<file path="config.mk">
export PLATFORM = sky130hd
export DESIGN_NAME = onehot_to_priority_collector
export DESIGN_NICKNAME = d
export VERILOG_FILES = /design/src/rtl/onehot_to_priority_collector.sv
export SDC_FILE = /design/constraint.sdc
export NUM_CORES = 1
export LEC_CHECK = 0
export BUFFER_PORTS_ARGS = -buffer_cell sky130_fd_sc_hd__buf_2
export CAP_MARGIN = 25
export CORE_UTILIZATION = 50
export DETAILED_ROUTE_END_ITERATION = 8
export PLACE_DENSITY = 0.81
export SETUP_SLACK_MARGIN = 0.1
export SYNTH_ARGS = -nofsm -noshare
export SYNTH_HDL_FRONTEND = slang
export SYNTH_SLANG_ARGS = --single-unit
</file>
<file path="constraint.sdc">
create_clock -name clk -period 4.31 [get_ports clk]
set_clock_uncertainty 0.1 [all_clocks]
set_input_delay 0.862 -clock clk [delete_from_list [all_inputs] [get_ports clk]]
set_output_delay 0.862 -clock clk [all_outputs]
set_load 0.02 [all_outputs]
</file>
<file path="src/rtl/onehot_to_priority_collector.sv">
// onehot_to_priority_collector
// Gathers a frame of one-hot tokens into a single priority vector. Each
// accepted beat is ORed into an accumulator and counted; malformed or
// duplicate tokens raise a sticky frame error. When the last beat arrives
// the collected frame is held on the output side until it is taken, and
// the input side stays closed meanwhile.
module onehot_to_priority_collector #(
    parameter  int WIDTH          = 32,
    parameter  int IMPLEMENTATION = 0,
    localparam int WIDTH_LOG      = $clog2(WIDTH)
) (
    input  logic                 clk,
    input  logic                 rst,
    input  logic                 in_vld,
    output logic                 in_rdy,
    input  logic [WIDTH-1:0]     in_oht,
    input  logic                 in_lst,
    output logic                 out_vld,
    input  logic                 out_rdy,
    output logic [WIDTH-1:0]     out_pry,
    output logic [WIDTH_LOG:0]   out_cnt,
    output logic                 out_err
);

    typedef enum logic {
        COLLECT = 1'b0,
        HOLD    = 1'b1
    } state_t;

    localparam logic [WIDTH-1:0]   ONE_W   = WIDTH'(1);
    localparam logic [WIDTH_LOG:0] CNT_ONE = (WIDTH_LOG + 1)'(1);
    localparam logic [WIDTH_LOG:0] CNT_MAX = '1;

    state_t                 state_q, state_d;
    logic [WIDTH-1:0]       acc_q, acc_d;
    logic [WIDTH_LOG:0]     cnt_q, cnt_d;
    logic                   err_q, err_d;

    logic                   is_onehot;
    logic                   is_dup;
    logic                   beat_bad;

    // Exactly-one-bit test using the x & (x-1) trick: clears the lowest set bit.
    function automatic logic onehot_adder(input logic [WIDTH-1:0] x);
        return (x != '0) && ((x & (x - ONE_W)) == '0);
    endfunction

    // Exactly-one-bit test by counting set bits one at a time.
    function automatic logic onehot_loop(input logic [WIDTH-1:0] x);
        int n;
        n = 0;
        for (int i = 0; i < WIDTH; i++) begin
            if (x[i]) n++;
        end
        return (n == 1);
    endfunction

    // Beat counter increment that sticks at the top of its range.
    function automatic logic [WIDTH_LOG:0] sat_inc(input logic [WIDTH_LOG:0] c);
        return (c == CNT_MAX) ? c : c + CNT_ONE;
    endfunction

    generate
        if (IMPLEMENTATION == 1) begin : g_oh_loop
            assign is_onehot = onehot_loop(in_oht);
        end else begin : g_oh_adder
            assign is_onehot = onehot_adder(in_oht);
        end
    endgenerate

    // A token already present in the frame counts as illegal too.
    assign is_dup   = |(in_oht & acc_q);
    assign beat_bad = !is_onehot || is_dup;

    // Handshakes come straight from the registered state.
    assign in_rdy  = (state_q == COLLECT);
    assign out_vld = (state_q == HOLD);

    // Accumulated values stay hidden until the frame is complete.
    assign out_pry = out_vld ? acc_q : '0;
    assign out_cnt = out_vld ? cnt_q : '0;
    assign out_err = out_vld ? err_q : 1'b0;

    // Next-state and accumulator update for both handshake sides.
    always_comb begin
        state_d = state_q;
        acc_d   = acc_q;
        cnt_d   = cnt_q;
        err_d   = err_q;
        case (state_q)
            COLLECT: begin
                if (in_vld) begin
                    acc_d = acc_q | in_oht;
                    cnt_d = sat_inc(cnt_q);
                    err_d = err_q | beat_bad;
                    if (in_lst) state_d = HOLD;
                end
            end
            HOLD: begin
                if (out_rdy) begin
                    acc_d   = '0;
                    cnt_d   = '0;
                    err_d   = 1'b0;
                    state_d = COLLECT;
                end
            end
            default: begin
                state_d = COLLECT;
            end
        endcase
    end

    // State and frame registers; reset discards any partial or held frame.
    always_ff @(posedge clk) begin
        if (rst) begin
            state_q <= COLLECT;
            acc_q   <= '0;
            cnt_q   <= '0;
            err_q   <= 1'b0;
        end else begin
            state_q <= state_d;
            acc_q   <= acc_d;
            cnt_q   <= cnt_d;
            err_q   <= err_d;
        end
    end

endmodule

</file>
==> results of run 1 <==
-- tightest hold or removal path: cells and delay by family (launching register included) --
family | cells | cell delay, ns
simple gates | 1 | 0.07
compound gates | 1 | 0.04
flops | 1 | 0.34
-- routing by layer --
metal | part of all wire [%] | vias to the layer above | wire (um)
met4 | 1.6 | 0 | 95
li1 | - | 1147 | -
met1 | 44 | 1065 | 2597
met5 | 0 | - | 0
met2 | 47 | 97 | 2750
met3 | 6.8 | 13 | 400
-- final cells by class --
| cell class | count | area (sq um) | share of cell area [%] |
|---|---|---|---|
| Multi-Input combinational cell | 217 | 1270 | 48.36 |
| Timing Repair Buffer | 79 | 400.4 | 15.25 |
| Clock inverter | 1 | 5.005 | 0.1906 |
| Clock buffer | 6 | 72.57 | 2.763 |
| Tap cell | 50 | 62.56 | 2.382 |
| Inverter | 4 | 15.01 | 0.5717 |
| Sequential cell | 40 | 800.8 | 30.49 |
-- path summary, 6_finish.rpt --
kind                       endpoint  slack (ns)  cells after the start
max reg2reg   cnt_q[2]$_SDFFE_PP0P_        1.95                      4
min          acc_q[29]$_SDFFE_PP0P_        0.39                      2
max              err_q$_SDFFE_PP0P_        0.96                      8
min reg2reg  acc_q[29]$_SDFFE_PP0P_        0.39                      2
-- Yosys cell counts (3+ instances only) --
master     n
nand4_1    7
o21ai_0   10
a211oi_1   6
nor2_1    47
clkbuf_1   9
buf_1      3
or4_1      4
a22o_1     3
a21oi_1   39
inv_1      4
a22oi_1    8
nor4_1     5
and2_1    39
dfxtp_1   40
nor3_1     4
nand2_1    4
-- power by group --
group	internal [mW]	total [mW]	switching, mW
clock	0.110	0.231	0.121
sequential	0.398	0.419	0.0219
combinational	0.0611	0.158	0.0968
total	0.569	0.808	0.239
-- cells by family after synthesis --
family / count (synthesis) / synth area share (%)
buffers and inverters: 17 / 3.046
AO/OA/AOI/OAI: 88 / 25.84
flip-flops: 40 / 37.49
multiplexers: 1 / 0.5272
XOR/XNOR: 1 / 0.4102
adder cells (fa/ha/maj): 2 / 1.054
AND/OR/NAND/NOR: 125 / 31.63
-- flip-flops by register name, summed over array words and instances (netlist names) --
name / count
err_q: 1
acc_q: 32
cnt_q: 6
out_vld: 1
==> results.sh, run 1 <==
export IMPL_synth_seq_area_share_pct=37.49
export IMPL_place_gp_congestion=1.001
export IMPL_start_util_pct=52.64
export IMPL_synth_distinct_cells=50
export IMPL_path_max_fanout=7
export IMPL_drive_gt1_share_pct=25.65
export IMPL_synth_top_area_share_pct=37.49
export IMPL_slew_headroom_pct=54.13
export IMPL_final_area_sq_mm=0.002626
export IMPL_cts_resized=0
export IMPL_min_period_ns=3.352
export IMPL_grt_pass1_wl_um=8983
export IMPL_grt_max_degree=50
export IMPL_synth_seq_cells=40
export IMPL_portBuffers=77
export IMPL_max_vdd_ir_drop_mv=0.1833
export IMPL_yosysWarnings=0
export IMPL_slowest_delay_ns=0.63
export IMPL_path_clk_slew_ns=0.07
export IMPL_n_fill_cell=385
export IMPL_cp_num_buf_inv=1
export IMPL_synth_edf_count=0
export IMPL_rsz0062_at_grt="no"
export IMPL_post_cts_buffers=0
export IMPL_powerDensity_mw_per_mm2=307.7
export IMPL_grt_antenna_before_repair=0
export IMPL_drc=0
export IMPL_instances_no_fill=397
export IMPL_yosys_area_top_type="dfxtp_1"
export IMPL_ioPinCount=78
export IMPL_postPlaceCellArea_sq_mm=0.002549
export IMPL_layout_common_cells="buf_2, nor2_1, dfxtp_1"
export IMPL_diodes=0
export IMPL_syn2layout_area_growth_pct=22.96
export IMPL_cts_tree="yes"
export IMPL_viasPerCell=5.849
export IMPL_htreeDepth=2
export IMPL_grtUsageMet2_pct=44.38
export IMPL_post_route_util_pct=64.72
export IMPL_cts_sinks=40
export IMPL_power_leakage_nw=1.144
export IMPL_slew_violations=0
export IMPL_worst_slew_pin_slew_ns=0.6880
export IMPL_vias=2322
export IMPL_rr_startpoint="out_vld$_SDFF_PP0_"
export IMPL_cp_top_family="simple AND/OR/NAND/NOR gates"
export IMPL_die_height_um=67.36
export IMPL_synth_avg_cell_area_sq_um=7.795
export IMPL_core_sq_mm=0.004058
export IMPL_ant_nets=0
export IMPL_status="finished clean"
export IMPL_wl_per_cell_um=14.72
export IMPL_grtUsageMet1_pct=33.64
export IMPL_period_share_pct=77.77
export IMPL_worstHoldPathType="reg -> reg"
export IMPL_clk_latency_ns=0.28
export IMPL_fmax_mhz=298.4
export IMPL_yosys_top_cells_area="dfxtp_1, and2_1, a21oi_1, nor2_1, a22oi_1"
export IMPL_setup_ws_ns=0.9582
export IMPL_busiest_layer="met2"
export IMPL_pre_cts_slack_ns=0.7955
export IMPL_critPathMostFrequentCell="nor4_1"
export IMPL_critPathLaunch="in_oht[3]"
export IMPL_synthFlopType="dfxtp_1"
export IMPL_syn_inst=274
export IMPL_hold_violations=0
export IMPL_holdBufCountCts=0
export IMPL_hold_ws_ns=0.3890
export IMPL_criticalPathCategory="in -> reg"
export IMPL_finalSetupTns_ns=0
export IMPL_nets=385
export IMPL_drv_cap=0
export IMPL_place_inst=390
export IMPL_grt_ovfl_total=0
export IMPL_crit_required_ns=4.38
export IMPL_dp_hpwl_um=4265
export IMPL_setup_viol=0
export IMPL_cts_path_max_buffers=2
export IMPL_worstSetupStartpointType="primary input"
export IMPL_drtIter0Drc=198
export IMPL_cts_buffers_inserted=5
export IMPL_first_global_vias=2003
export IMPL_holdCritStartpoint="acc_q[29]$_SDFFE_PP0P_"
export IMPL_end_kind="flop"
export IMPL_die_area_sq_mm=0.004537
export IMPL_synthArstFlopShare_pct=0
export IMPL_routed_wl_um=5843
export IMPL_arrival_ns=3.42
export IMPL_root_buffer="clkbuf_8"
export IMPL_crit_chain="buf_2 > or4_4 > or4_1 > nor4_1 > o2bb2ai_1 > o2111ai_1 > nor4_1 > a21oi_1"
export IMPL_first_pass_iters=6
export IMPL_synthesis_area_sq_mm=0.002136
export IMPL_dieWidth_um=67.36
export IMPL_slowest_stage="or4_1"
export IMPL_placement_rows=23
export IMPL_use_met3_pct=4.223
export IMPL_grtUsageTotal_pct=26.52
export IMPL_power_mw=0.8081
export IMPL_final_common_cell="buf_2"
export IMPL_synth_nets=312
No activity file was read; power rests on OpenSTA's default activity.
==> run 2: changes to the inputs <==
CORE_UTILIZATION = 49   (was 50)
PLACE_DENSITY = 0.79   (was 0.81)
clock period = 3.4 ns   (was 4.31 ns; I/O delays follow)
==> results.sh, run 2 (synthesis gave the netlist of run 1 again) <==
export IMPL_p_int_mw=0.7481
export IMPL_fmax_mhz=333.7
export IMPL_hold_ws_ns=0.3901
export IMPL_dp_hpwl_um=4315
export IMPL_cts_path_max_buffers=2
export IMPL_worstSetupStartpointType="primary input"
export IMPL_multi_input_area_sq_mm=0.001270
export IMPL_cts_sinks=40
export IMPL_n_fill_cell=372
export IMPL_rsz0062_at_grt="no"
export IMPL_seq_area_sq_um=800.8
export IMPL_cts_buffers_inserted=5
export IMPL_finalSetupTns_ns=0
export IMPL_grt_ovfl_total=0
export IMPL_slew_headroom_pct=42.18
export IMPL_setup_ws_ns=0.4034
export IMPL_cts_tree="yes"
export IMPL_largestRegisters="acc_q (32), cnt_q (6)"
export IMPL_crit_required_ns=3.47
export IMPL_crit_chain="buf_2 > or4_4 > or4_1 > nor4_1 > nor4bb_1 > o31a_1 > a21oi_1"
export IMPL_grtUsageTotal_pct=26.00
export IMPL_grt_max_degree=36
export IMPL_drive_gt1_share_pct=25.79
export IMPL_busiest_layer="met2"
export IMPL_power_frac_clock_pct=30.4
export IMPL_worstHoldPathType="reg -> reg"
export IMPL_cts_resized=0
export IMPL_power_switching_mw=0.3051
export IMPL_slowest_stage="or4_1"
export IMPL_ant_nets=0
export IMPL_setup_viol=0
export IMPL_place_gp_congestion=1.017
export IMPL_grtUsageMet2_pct=42.03
export IMPL_final_area_sq_mm=0.002646
export IMPL_grt_antenna_before_repair=0
export IMPL_slowest_delay_ns=0.62
export IMPL_die_height_um=68.02
export IMPL_criticalPathCategory="in -> reg"
export IMPL_drtIter0Drc=177
export IMPL_path_max_fanout=7
export IMPL_period_share_pct=88.13
export IMPL_nets=386
export IMPL_first_global_vias=1966
export IMPL_die_area_sq_mm=0.004627
export IMPL_min_period_ns=2.997
export IMPL_powerDensity_mw_per_mm2=398.0
export IMPL_worst_slew_pin_slew_ns=0.8661
export IMPL_power_leakage_nw=1.154
export IMPL_dieWidth_um=68.02
export IMPL_routed_wl_um=5853
export IMPL_switching_share_pct=28.97
export IMPL_holdBufCountCts=0
export IMPL_grt_pass1_wl_um=8970
export IMPL_path_clk_slew_ns=0.07
export IMPL_htreeDepth=2
export IMPL_instances_no_fill=399
export IMPL_drv_cap=0
export IMPL_status="finished clean"
export IMPL_post_route_util_pct=64.76
export IMPL_hold_violations=0
export IMPL_cp_num_buf_inv=1
export IMPL_grtUsageMet1_pct=34.82
export IMPL_postPlaceCellArea_sq_mm=0.002556
export IMPL_drc=0
export IMPL_regToRegSetupSlack_ns=1.02
export IMPL_combPwrFrac_pct=18.6
export IMPL_vias=2296
export IMPL_slew_violations=0
export IMPL_place_inst=391
export IMPL_diodes=0
export IMPL_end_kind="flop"
export IMPL_post_cts_buffers=0
export IMPL_start_util_pct=52.27
export IMPL_layout_common_cells="buf_2, nor2_1, dfxtp_1"
export IMPL_cp_top_family="simple AND/OR/NAND/NOR gates"
export IMPL_largest_register="acc_q"
export IMPL_power_mw=1.053
export IMPL_pre_cts_slack_ns=0.1442
export IMPL_root_buffer="clkbuf_8"
export IMPL_viasPerCell=5.754
export IMPL_largest_reg_flops=32
export IMPL_p_seq_share_pct=51.0
export IMPL_portBuffers=77
export IMPL_first_pass_iters=4
export IMPL_syn2layout_area_growth_pct=23.90
export IMPL_arrival_ns=3.06
export IMPL_wl_per_cell_um=14.67
export IMPL_max_vdd_ir_drop_mv=0.3085
export IMPL_ioPinCount=78
export IMPL_core_sq_mm=0.004086
export IMPL_final_common_cell="buf_2"
export IMPL_clk_latency_ns=0.29
export IMPL_use_met3_pct=4.667
export IMPL_placement_rows=23
## run 2: changes by cell type in the layout (fill, tap and decap cells not counted), sizes merged
cell	change
clkbuf	+2
buf	+1
clkinv	-1
## run 2: cell type report
class                      count  share of cell area [%]
multi-input combinational    217                   47.99
tap                           50                   2.364
inverter                       4                  0.5674
clock buffer                   8                   3.404
sequential                    40                   30.26
timing repair buffer          80                   15.41
## run 2: per-layer routing
layer / vias to the layer above / routed length [um]
met3: 9 / 347
met2: 83 / 2749
met5: - / 0
met4: 0 / 65
li1: 1150 / -
met1: 1054 / 2689
## run 2: power groups by stage
stage	Sequential (mW)	Clock, mW	Combinational (mW)
after floorplan	0.534	0	0.121
after global placement	0.545	0	0.191
after detailed placement	0.547	0	0.194
after CTS	0.536	0.329	0.195
after global routing	0.543	0.355	0.216
final	0.537	0.320	0.196
## run 2: worst paths after layout
path | start | end | depth (start not counted)
max reg2reg | out_vld$_SDFF_PP0_ | cnt_q[2]$_SDFFE_PP0P_ | 4
min | acc_q[17]$_SDFFE_PP0P_ | acc_q[17]$_SDFFE_PP0P_ | 2
max | in_oht[3] | err_q$_SDFFE_PP0P_ | 7
min reg2reg | acc_q[17]$_SDFFE_PP0P_ | acc_q[17]$_SDFFE_PP0P_ | 2
## run 2: worst min-delay path: cells and delay by family (launching register included)
| kind | cells | cell delay, ns |
|---|---|---|
| flip-flops | 1 | 0.34 |
| AND/OR/NAND/NOR | 1 | 0.07 |
| AO/OA/AOI/OAI | 1 | 0.05 |
